--- src/rtl/mul_pipe.sv ---
// Elastic integer multiply pipeline: valid/ready per stage with bubble collapsing,
// full 2*DATA_W product, ROB/PC/dst passthrough and per-slot hazard outputs.
// Optional signed-multiply support is enabled by defining MUL_PIPE_SIGNED_EN.
module mul_pipe #(
   parameter int DATA_W = 32,
   parameter int STAGES = 4,
   parameter int ROB_W  = 4,
   parameter int REG_W  = 5,
   parameter int PC_W   = 32
) (
   input  logic                        clk,
   input  logic                        rst,
   input  logic                        clear,
   input  logic                        in_valid,
   output logic                        in_ready,
   input  logic                        in_signed,
   input  logic [ROB_W-1:0]            in_rob,
   input  logic [PC_W-1:0]             in_pc,
   input  logic [REG_W-1:0]            in_dst,
   input  logic                        in_wr,
   input  logic [DATA_W-1:0]           in_a,
   input  logic [DATA_W-1:0]           in_b,
   output logic                        out_valid,
   input  logic                        out_ready,
   output logic [ROB_W-1:0]            out_rob,
   output logic [PC_W-1:0]             out_pc,
   output logic [REG_W-1:0]            out_dst,
   output logic                        out_wr,
   output logic [DATA_W-1:0]           out_hi,
   output logic [DATA_W-1:0]           out_lo,
   output logic [STAGES:0]             haz_valid,
   output logic [(STAGES+1)*REG_W-1:0] haz_dst,
   output logic [$clog2(STAGES+1)-1:0] occ
);
   localparam int OCC_W = $clog2(STAGES+1);
   localparam int PW    = 2*DATA_W;

   // Sign- or zero-extend both operands to full width; the truncated product is exact.
   function automatic logic [PW-1:0] mul_ext(input logic [DATA_W-1:0] a,
                                             input logic [DATA_W-1:0] b,
                                             input logic sgn);
      logic [PW-1:0] ea;
      logic [PW-1:0] eb;
      ea = {{DATA_W{sgn & a[DATA_W-1]}}, a};
      eb = {{DATA_W{sgn & b[DATA_W-1]}}, b};
      return ea * eb;
   endfunction

   logic [STAGES-1:0] v_r;
   logic [STAGES-1:0] wr_r;
   logic [ROB_W-1:0]  rob_r  [STAGES];
   logic [PC_W-1:0]   pc_r   [STAGES];
   logic [REG_W-1:0]  dst_r  [STAGES];
   logic [PW-1:0]     prod_r [STAGES];
   logic [DATA_W-1:0] a_r;
   logic [DATA_W-1:0] b_r;
   logic [OCC_W-1:0]  occ_r;

   logic [STAGES-1:0] load_s;
   logic [STAGES-1:0] adv_s;
   logic [STAGES-1:0] nxt_v_s;
   logic [STAGES-1:0] nxt_wr_s;
   logic [ROB_W-1:0]  nxt_rob_s  [STAGES];
   logic [PC_W-1:0]   nxt_pc_s   [STAGES];
   logic [REG_W-1:0]  nxt_dst_s  [STAGES];
   logic [PW-1:0]     nxt_prod_s [STAGES];
   logic [PW-1:0]     prod_s;
   logic              accept_s;
   logic              retire_s;

`ifdef MUL_PIPE_SIGNED_EN
   logic sgn_r;
   assign prod_s = mul_ext(a_r, b_r, sgn_r);
`else
   logic unused_signed;
   assign unused_signed = in_signed;
   assign prod_s = mul_ext(a_r, b_r, 1'b0);
`endif

   // Ready chain: resolved from the output back toward the input so gaps collapse.
   always_comb begin
      load_s = '0;
      adv_s  = '0;
      adv_s[STAGES-1]  = v_r[STAGES-1] & out_ready;
      load_s[STAGES-1] = ~v_r[STAGES-1] | adv_s[STAGES-1];
      for (int s = STAGES-2; s >= 0; s--) begin
         adv_s[s]  = v_r[s] & load_s[s+1];
         load_s[s] = ~v_r[s] | adv_s[s];
      end
   end

   // Source of each stage's next contents: the input for stage 0, the previous stage otherwise.
   always_comb begin
      nxt_v_s       = '0;
      nxt_wr_s      = '0;
      nxt_v_s[0]    = in_valid;
      nxt_wr_s[0]   = in_wr;
      nxt_rob_s[0]  = in_rob;
      nxt_pc_s[0]   = in_pc;
      nxt_dst_s[0]  = in_dst;
      nxt_prod_s[0] = prod_s;
      for (int s = 1; s < STAGES; s++) begin
         nxt_v_s[s]    = v_r[s-1];
         nxt_wr_s[s]   = wr_r[s-1];
         nxt_rob_s[s]  = rob_r[s-1];
         nxt_pc_s[s]   = pc_r[s-1];
         nxt_dst_s[s]  = dst_r[s-1];
         nxt_prod_s[s] = (s == 1) ? prod_s : prod_r[s-1];
      end
   end

   assign in_ready = load_s[0];
   assign accept_s = in_valid & in_ready;
   assign retire_s = v_r[STAGES-1] & out_ready;

   // Valid bits: reset and clear drop every in-flight entry.
   always_ff @(posedge clk) begin
      if (rst) begin
         v_r <= '0;
      end else if (clear) begin
         v_r <= '0;
      end else begin
         for (int s = 0; s < STAGES; s++) begin
            if (load_s[s]) begin
               v_r[s] <= nxt_v_s[s];
            end
         end
      end
   end

   // Payload registers: never reset, loaded whenever the stage loads.
   always_ff @(posedge clk) begin
      if (load_s[0]) begin
         a_r <= in_a;
         b_r <= in_b;
`ifdef MUL_PIPE_SIGNED_EN
         sgn_r <= in_signed;
`endif
      end
      for (int s = 0; s < STAGES; s++) begin
         if (load_s[s]) begin
            wr_r[s]  <= nxt_wr_s[s];
            rob_r[s] <= nxt_rob_s[s];
            pc_r[s]  <= nxt_pc_s[s];
            dst_r[s] <= nxt_dst_s[s];
            if (s > 0) begin
               prod_r[s] <= nxt_prod_s[s];
            end
         end
      end
   end

   // Occupancy counter tracks accepts minus retires.
   always_ff @(posedge clk) begin
      if (rst) begin
         occ_r <= '0;
      end else if (clear) begin
         occ_r <= '0;
      end else begin
         case ({accept_s, retire_s})
            2'b10:   occ_r <= occ_r + OCC_W'(1);
            2'b01:   occ_r <= occ_r - OCC_W'(1);
            default: occ_r <= occ_r;
         endcase
      end
   end

   // Hazard slots: slot 0 is the input port, slot j is stage j-1.
   always_comb begin
      haz_valid            = '0;
      haz_dst              = '0;
      haz_valid[0]         = in_valid & in_wr;
      haz_dst[0 +: REG_W]  = in_dst;
      for (int j = 1; j <= STAGES; j++) begin
         haz_valid[j]             = v_r[j-1] & wr_r[j-1];
         haz_dst[j*REG_W +: REG_W] = dst_r[j-1];
      end
   end

   assign out_valid = v_r[STAGES-1];
   assign out_rob   = rob_r[STAGES-1];
   assign out_pc    = pc_r[STAGES-1];
   assign out_dst   = dst_r[STAGES-1];
   assign out_wr    = wr_r[STAGES-1];
   assign occ       = occ_r;

   generate
      if (STAGES == 1) begin : g_comb_prod
         assign {out_hi, out_lo} = prod_s;
      end else begin : g_reg_prod
         assign {out_hi, out_lo} = prod_r[STAGES-1];
      end
   endgenerate
endmodule

--- config.mk ---
export PLATFORM = sky130hd
export DESIGN_NAME = mul_pipe
export DESIGN_NICKNAME = d
export VERILOG_FILES = /design/src/rtl/mul_pipe.sv
export SDC_FILE = /design/constraint.sdc
export NUM_CORES = 2
export LEC_CHECK = 0
export CAP_MARGIN = 20
export CORE_MARGIN = 1
export CORE_UTILIZATION = 45
export DETAILED_ROUTE_END_ITERATION = 8
export DONT_BUFFER_PORTS = 1
export HOLD_SLACK_MARGIN = 0.06
export MAX_ROUTING_LAYER = met4
export PLACE_DENSITY_LB_ADDON = 0.2
export SYNTH_ARGS = -nofsm -noshare
export SYNTH_HDL_FRONTEND = slang
export SYNTH_SLANG_ARGS = --single-unit
--- constraint.sdc ---
create_clock -name clk -period 8 [get_ports clk]
set_input_delay 1.6 -clock clk [delete_from_list [all_inputs] [get_ports clk]]
set_output_delay 1.6 -clock clk [all_outputs]
set_load 0.02 [all_outputs]
==> flow_summary_export.csv <==
group,metric,value,unit
status,status,"complete, no violations",
sta,hold_viol,0,
clocking,clock_latency,0.64,ns
clocking,tritoncts,"built",
finish,synthToLayoutAreaGrowth,10.9,%
yosys,synth_nets,5423,
worst_hold_path,hold_class,"register to register",
yosys,synthCells,4150,
clocking,cts.path.max_buffers,3,
detailed_routing,drt_pass1_iterations,5,
grt,grt-ovfl-total,0,
yosys,netlist.area_leader.share,0.386,
worst_setup_path,end_kind,"register",
yosys,async_reset_ff_frac,0,
detailed_routing,wirelength,117000,um
sta,tightest_slew,0.944,ns
sta,slew_headroom,0.371,
sta,slew_violations,0,
detailed_routing,ant_nets,0,
worst_setup_path,crit_required,8.38,ns
finish,final_net_count,5511,
worst_setup_path,path_cells,"buf_4, and2_1, fa_1, inv_1, fa_1, fa_1, fa_1, inv_1, fa_1, fa_1, fa_1, fa_1, ha_1, buf_4, nand2_1, o21ai_1, a21oi_1, o221ai_1, a31oi_4, a21oi_2, buf_12, a31o_4, a221oi_2, xnor2_1",
detailed_routing,route.detailed.drc,0,
yosys,synthFlopType,"edfxtp_1",
sta,finalCritPeriodShare,0.966,
detailed_routing,dr_total_vias,28700,
floorplanning,die_w,323,um
worst_setup_path,cp.arrival,8.11,ns
sta,fmax,0.129,GHz
detailed_routing,via_per_inst,5.07,
yosys,ys_seq_area_frac,0.277,
sta,setup_viol,0,
clocking,clock-root-buffer,"clkbuf_16",
clocking,clock-sinks,431,
worst_setup_path,path_max_fanout,14,
yosys,ys_seq_elements,431,
finish,drive_gt1_frac,0.0861,
yosys,post_synth_num_cell_types,60,
grt,grt_pass1_vias,30900,
worst_setup_path,crit_path_max_incr_delay,0.56,ns
floorplanning,pin_count,253,
grt,grt_usage,0.241,
placement,gp_congestion,0.904,
sta,holdWs,0.400,ns
placement,dp_hpwl,93900,um
grt,grt_max_degree,66,
detailed_routing,drtIter0Drc,1739,
floorplanning,core,102000,um2
yosys,avgSynthCellArea,11.2,um2
worst_setup_path,cp_slowest_cell,"fa_1",
clocking,clkSlewWorstSetupHoldPaths,0.06,ns
grt,antenna_found_initial,9,
worst_setup_path,crit_path_frequent_cell,"fa_1",
sta,finalCriticalPeriod,7.73,ns
floorplanning,row_count,117,
worst_setup_path,start_kind,"register",
yosys,synth_area_leaders,"fa_1 (39%), edfxtp_1 (27%), and2_1 (8.4%)",
worst_setup_path,worstSetupPathType,"register to register",
sta,tns,0,ns
sta,fin_skew,0.0286,ns
clocking,h-tree-depth,2,
placement,portBuffers,0,
yosys,yosys_warnings,0,
sta,grt_setup_unrepaired,"false",
floorplanning,die_area,105000,um2
grt,grt_pass1_wl,182000,um
detailed_routing,avgRoutedWirePerCell,20.6,um
floorplanning,initial_core_util,0.456,
yosys,syn_area,46500,um2
flow_run,drv_cap,0,
yosys,synth_edf_count,424,
clocking,cts_inserted_buffers,47,
yosys,synth_top_cell_by_area,"fa_1",
floorplanning,die_h,323,um
## registers in the layout (all words and copies together) (netlist names)
register / count
dst_r: 20
v_r: 4
wr_r: 4
rob_r: 16
a_r: 32
pc_r: 128
b_r: 32
occ: 3
prod_r: 192
## layout by cell type (no fill, tap or decap), types with 5 or more instances in the layout
master,synthesis,routed
a31oi_1,8,8
buf_12,0,51
buf_4,10,215
o21a_1,6,6
and3_1,5,5
a21oi_2,6,7
nor3_1,15,14
diode_2,0,10
o21bai_1,8,8
clkbuf_1,203,7
nor2b_1,7,7
a21oi_1,65,64
nor2_1,27,27
and2_1,621,621
clkbuf_16,0,47
o21ai_1,18,18
fa_1,897,895
inv_1,875,873
o211ai_1,5,5
nand2b_1,6,6
o21ai_0,20,20
nand4_1,17,17
a21o_1,31,31
xor2_1,27,27
ha_1,264,264
clkinv_2,0,8
dfxtp_1,7,7
a211oi_1,5,5
nand3_1,16,16
edfxtp_1,424,424
nand2_1,464,462
xnor2_1,39,39
## through the flow
step                      setup slack [ns]   util  std cells  cell area [um2]
after detailed placement             0.137  0.488       5541            49800
after CTS                           0.0957  0.503       5624            51300
after global placement               0.141  0.488       5541            49800
final                                0.274  0.505       5650            51500
after floorplan                       1.03      -       4150            46500
after global routing                0.0241  0.505       5648            51500
## synth_stat cells (15+ instances only)
library cell and count:
edfxtp_1 424, xor2_1 27, a21oi_1 65, nand3_1 16, fa_1 897, and2_1 621
nand2_1 464, o21ai_0 20, xnor2_1 39, nand4_1 17, a21o_1 31, inv_1 875
ha_1 264, o21ai_1 18, nor2_1 27, clkbuf_1 203, nor3_1 15
## routing by layer
| layer | up-vias | GRT usage | share of wire |
|---|---|---|---|
| met5 | - | - | 0 |
| met4 | 0 | 0.0725 | 0.031 |
| met3 | 183 | 0.0597 | 0.082 |
| met2 | 931 | 0.376 | 0.47 |
| met1 | 14900 | 0.310 | 0.42 |
| li1 | 12700 | - | - |
## what timing repair did
| action | 4_1_cts | 5_1_grt |
|---|---|---|
| hold buffers | 0 | 0 |
| resized for setup | 0 | 4 |
| setup endpoints to repair | 0 | 16 |
| buffers inserted | 0 | 16 |
## critical path, delay by kind of cell, from the launching register on
kind / cells / cell delay [ns]
adders and majority gates: 9 / 4.40
xor gates and xnor gates: 1 / 0.11
and+or+nand+nor: 2 / 0.21
buffers and inverters: 5 / 0.75
AOI/OAI and AO/OA: 7 / 1.47
DFF: 1 / 0.52
## final cells by class
class | instances | area [um2]
diodes | 10 | 25.0
clock inverters | 25 | 305
repair buffers | 266 | 2640
multi-input cells | 2617 | 29400
flip-flops and latches | 431 | 12900
well taps | 1368 | 1710
inverters | 875 | 3290
fillers | 9166 | 50500
clock buffers | 58 | 1260
## kinds of logic after synthesis
family / share of synthesized area
compound gates: 0.0308
simple gates: 0.132
xor+xnor: 0.0124
fa+ha+maj: 0.457
buf+inv: 0.0903
flops: 0.277
## final timing paths
check	startpoint	to	slack [ns]	cells after the start
setup / recovery	b_r[3]	prod_r[0][125]	0.27	24
hold / removal	prod_r[0][119]	prod_r[0][183]	0.40	0
setup reg to reg	b_r[3]	prod_r[0][125]	0.27	24
hold reg to reg	prod_r[0][119]	prod_r[0][183]	0.40	0
Power is left out: the tool's default activity adds up to more than one toggle a clock period on the data nets, which glitch-free logic cannot reach.
